--- config.mk ---
export PLATFORM = sky130hd
export DESIGN_NAME = fetch_buffer
export DESIGN_NICKNAME = d
export VERILOG_FILES = /design/src/rtl/fetch_buffer.sv
export SDC_FILE = /design/constraint.sdc
export NUM_CORES = 1
export LEC_CHECK = 0
export BUFFER_PORTS_ARGS = -buffer_cell sky130_fd_sc_hd__buf_2
export CAP_MARGIN = 20
export CORE_MARGIN = 10
export CORE_UTILIZATION = 63
export DETAILED_ROUTE_END_ITERATION = 7
export PLACE_DENSITY = 0.86
export SETUP_SLACK_MARGIN = 0.02
export SLEW_MARGIN = 5
export SYNTH_ARGS = -nofsm -noshare
export SYNTH_HDL_FRONTEND = slang
export SYNTH_SLANG_ARGS = --single-unit
--- constraint.sdc ---
create_clock -name clk -period 7.3 [get_ports clk]
set_input_delay 0.365 -clock clk [delete_from_list [all_inputs] [get_ports clk]]
set_output_delay 0.365 -clock clk [all_outputs]
set_load 0.02 [all_outputs]
--- src/rtl/fetch_buffer.sv ---
// Instruction-fetch stage: PC generator, in-order imem request/response port and a
// DEPTH-entry prefetch queue feeding decode; flush redirects and discards in-flight work.
module fetch_buffer #(
    parameter int              XLEN     = 32,
    parameter int              DEPTH    = 4,
    parameter logic [XLEN-1:0] RESET_PC = '0
) (
    input  logic            clk,
    input  logic            rst,
    output logic            imem_req_o,
    output logic [XLEN-1:0] imem_addr_o,
    input  logic            imem_ready_i,
    input  logic            imem_rvalid_i,
    input  logic [XLEN-1:0] imem_rdata_i,
    input  logic            flush_i,
    input  logic [XLEN-1:0] redirect_pc_i,
    output logic            valid_o,
    input  logic            ready_i,
    output logic [XLEN-1:0] instr_o,
    output logic [XLEN-1:0] pc_o
);
    localparam int PW = $clog2(DEPTH);
    localparam int CW = $clog2(DEPTH + 1);
    localparam logic [XLEN-1:0] STEP = XLEN'(4);

    // Handshakes: a transfer happens on a rising edge where valid and ready are both
    // high (imem_req_o/imem_ready_i, valid_o/ready_i); valid never depends on ready.
    logic [XLEN-1:0] req_pc, resp_pc;
    logic [XLEN-1:0] q_pc    [DEPTH];
    logic [XLEN-1:0] q_instr [DEPTH];
    logic [PW-1:0]   head, tail;
    logic [CW-1:0]   count, outstanding, discard;

    logic          accept, resp, push, drop, pop;
    logic [CW:0]   used;
    logic [CW-1:0] flush_out;
    logic [XLEN-1:0] redirect_aligned;

    assign used             = {1'b0, count} + {1'b0, outstanding};
    assign imem_req_o       = !rst && !flush_i && (used < (CW+1)'(DEPTH));
    assign imem_addr_o      = req_pc;
    assign accept           = imem_req_o && imem_ready_i;
    // Responses with nothing outstanding are stray and leave state untouched.
    assign resp             = imem_rvalid_i && (outstanding != '0);
    assign drop             = resp && (discard != '0) && !flush_i;
    assign push             = resp && (discard == '0) && !flush_i;
    assign valid_o          = (count != '0) && !flush_i;
    assign pop              = valid_o && ready_i;
    assign flush_out        = outstanding - {{(CW-1){1'b0}}, resp};
    assign redirect_aligned = {redirect_pc_i[XLEN-1:2], 2'b00};

    assign instr_o = valid_o ? q_instr[head] : '0;
    assign pc_o    = valid_o ? q_pc[head]    : '0;

    always_ff @(posedge clk or posedge rst) begin
        if (rst) begin
            req_pc      <= RESET_PC;
            resp_pc     <= RESET_PC;
            head        <= '0;
            tail        <= '0;
            count       <= '0;
            outstanding <= '0;
            discard     <= '0;
        end else if (flush_i) begin
            // Every request still in flight returns later and must be thrown away.
            req_pc      <= redirect_aligned;
            resp_pc     <= redirect_aligned;
            head        <= '0;
            tail        <= '0;
            count       <= '0;
            outstanding <= flush_out;
            discard     <= flush_out;
        end else begin
            if (accept) req_pc <= req_pc + STEP;
            if (push) begin
                resp_pc <= resp_pc + STEP;
                tail    <= tail + 1'b1;
            end
            if (pop) head <= head + 1'b1;
            if (drop) discard <= discard - 1'b1;
            outstanding <= outstanding + {{(CW-1){1'b0}}, accept} - {{(CW-1){1'b0}}, resp};
            count       <= count + {{(CW-1){1'b0}}, push} - {{(CW-1){1'b0}}, pop};
        end
    end

    // Queue storage carries no reset; count gates every read.
    always_ff @(posedge clk) begin
        if (push) begin
            q_pc[tail]    <= resp_pc;
            q_instr[tail] <= imem_rdata_i;
        end
    end
endmodule

==> impl_metrics.toml <==
[clock_network]
insertion_delay_ns = 0.50
clockBufferDepth = 3
clk_pin_slew_ns = 0.06
htreeDepth = 2
cts_hold_repair.buffers = 1
cts_resized = 0
cts_tree = "yes"
cts_made_buffers = 34
clkSinkCount = 321
post-cts-setup-buffers = 0
cts_root_buf = "clkbuf_16"

[logic_synthesis]
synth_top_area_cell = "edfxtp_1"
yosys.area_share.simple = 0.101
synth_top_family_by_area = "multiplexers"
synth_top_cell_area_share = 0.544
yosysSeqAreaShare = 0.677
synthTopCellsByArea = "edfxtp_1 (54%), dfrtp_1 (13%), mux4_2 (10%), and2_1 (3.3%), xor2_1 (1.6%)"
synth_fa_ha_area_frac = 0.0175
ys.flop_type = "edfxtp_1"
syn-cell-area_um2 = 13700
synth_cells = 841
synth-edff-count = 248
synthXorXnorAreaFrac = 0.0313
synthArstFlopShare = 0.227
synth_cell_type_count = 53
synthMuxAreaShare = 0.119
ys_ff_latch = 321
yosysMostFrequentCell = "edfxtp_1"
yosysWarnings = 0
synth_common_cells = "edfxtp_1 (248), dfrtp_1 (73), and2_1 (72)"
avgSynthCellArea_um2 = 16.3
synth-compound-area-share = 0.0331

[finish]
syn2layout_area_growth_pct = 16.0
seq_area_um2 = 9280
n_antenna_cell = 0
nFillCells = 1254
fin_cells = 1311
multi_input_area_um2 = 4160
drive_gt1_frac = 0.308
fin_nets = 1098

[timing]
hold_viol = 0
slew_headroom = 0.368
worstMarginPinSlew_ns = 0.948
fin_crit_ns = 3.29
fin_ws_ns = 4.01
fin_skew_ns = 0.0157
rsz0062_at_grt = "false"
tns_ns = 0
finalCritPeriodShare = 0.451
drv_slew = 0
fmax_mhz = 304
finalSetupViolCount = 0

[setup_path]
critPathSlowestCell = "buf_4"
worstPathMaxFanout = 46
cp-start-kind = "flop"
required_ns = 6.93
cpLargestDelayFamily = "buffers and inverters"
worstPathCellList = "buf_4 -> mux4_2 -> and2_1 -> buf_2"
criticalPathCategory = "flop to primary output"
critical_path_arrival_ns = 2.93
crit_path_end_kind = "primary output"
crit_buf_inv = 2
slowest_delay_ns = 0.79

[grt]
antenna_found_initial = 1
grt_max_degree = 66
grt_pass1_wl_mm = 45.8
track_usage = 0.203
overflow = 0
first_global_vias = 8414

[power]
power_frac_comb = 0.208
swShare = 0.279
pwr-share-clk = 0.341
pwr-share-seq = 0.451
switching_power_mw = 1.37
p_leak_nw = 5.86
ir_drop_mv = 0.209
power_density_nw_per_um2 = 310
p_int_mw = 3.55

[job]
drv_cap = 0

[placement]
io_buffer_count = 161
gp_congestion = 0.865
place_inst = 1248
dp_hpwl_mm = 17.9
place_worst_setup_slack_ns = 3.85

[floorplanning]
dieArea_um2 = 28000
die_h_um = 167
core_um2 = 21200
rows = 53
start_util = 0.645
pin_count = 168
die_w_um = 167

[detailed_routing]
num_vias = 7954
ant_nets = 0
wl_per_cell_um = 22.1
drt-total-wl_mm = 28.9
first_iter_violations = 622
drt_pass1_iterations = 5
post-route-drc-count = 0
vias_per_cell = 6.07

[run_status]
status = "complete, no violations"

[worst_hold_path]
hp-class = "primary input to flop"
==> metal layers <==
| layer | GRT usage | vias to the layer above | part of all wire |
|---|---|---|---|
| li1 | - | 3558 | - |
| met1 | 0.278 | 4033 | 0.43 |
| met2 | 0.324 | 325 | 0.48 |
| met3 | 0.0524 | 36 | 0.073 |
| met4 | 0.0420 | 2 | 0.012 |
| met5 | 0 | - | 0.00062 |
==> layout make-up <==
type                       count  share of cell area
inverter                      23             0.00544
sequential                   321               0.584
tap                          275              0.0217
multi-input combinational    458               0.262
clock buffer                  49              0.0644
clock inverter                13             0.00599
timing repair buffer         172              0.0561
==> state kept, by name, summed over array words and instances (netlist names) <==
signal and flops:
q_instr 128, q_pc 120, imem_addr_o 30, resp_pc 30
count 3, discard 3, outstanding 3, head 2
tail 2
==> path summary, 6_finish.rpt <==
path | startpoint | to | slack [ns] | cells past startpoint
max | head[0] | pc_o[13] | 4.01 | 4
min | imem_rdata_i[16] | q_instr[0][16] | 0.08 | 1
max reg2reg | outstanding[2] | outstanding[2] | 4.04 | 10
min reg2reg | imem_addr_o[27] | imem_addr_o[27] | 0.58 | 1
max in group asynchronous | rst | head[0] | 5.73 | 4
min in group asynchronous | rst | imem_addr_o[14] | 0.52 | 3
==> layout by cell type, fill, tap and decap left out, types with 10 or more instances in the layout <==
master	instances
nor2_1	22
edfxtp_1	248
buf_2	161
a21boi_1	12
mux4_2	62
and3_1	15
buf_4	10
dfrtp_1	71
mux2_2	19
clkbuf_16	38
o21ai_0	12
xor2_1	25
ha_1	16
inv_1	21
nand4_1	24
xnor2_1	24
and2_1	68
nand2b_1	10
nand3_1	29
nand2_1	28
==> kinds of logic after synthesis <==
kind of cell,Yosys count
AOI/OAI and AO/OA,65
xor gates and xnor gates,49
adders and majority gates,18
buffers and inverters,65
DFF,321
muxes,83
other,1
and+or+nand+nor,239
==> per-stage QoR <==
step | cell area (µm²) | utilization | total power [mW] | hold slack (ns)
2_1_floorplan | 13700 | - | 2.97 | 0.464
3_3_place_gp | 14800 | 0.695 | 3.25 | 0.496
3_5_place_dp | 14800 | 0.695 | 3.29 | 0.500
4_1_cts | 15900 | 0.748 | 4.97 | 0.0580
5_1_grt | 15900 | 0.748 | 5.15 | 0.0633
6_report | 15900 | 0.748 | 4.92 | 0.0837
==> power groups by stage <==
| stage | registers (mW) | logic, mW | clock network, mW |
|---|---|---|---|
| after detailed placement | 2.26 | 1.03 | 0 |
| after floorplan | 2.22 | 0.744 | 0 |
| final | 2.22 | 1.03 | 1.68 |
| after CTS | 2.22 | 1.04 | 1.71 |
| after global placement | 2.25 | 1.01 | 0 |
| after global routing | 2.24 | 1.13 | 1.78 |
No activity file was read; power rests on OpenSTA's default activity.
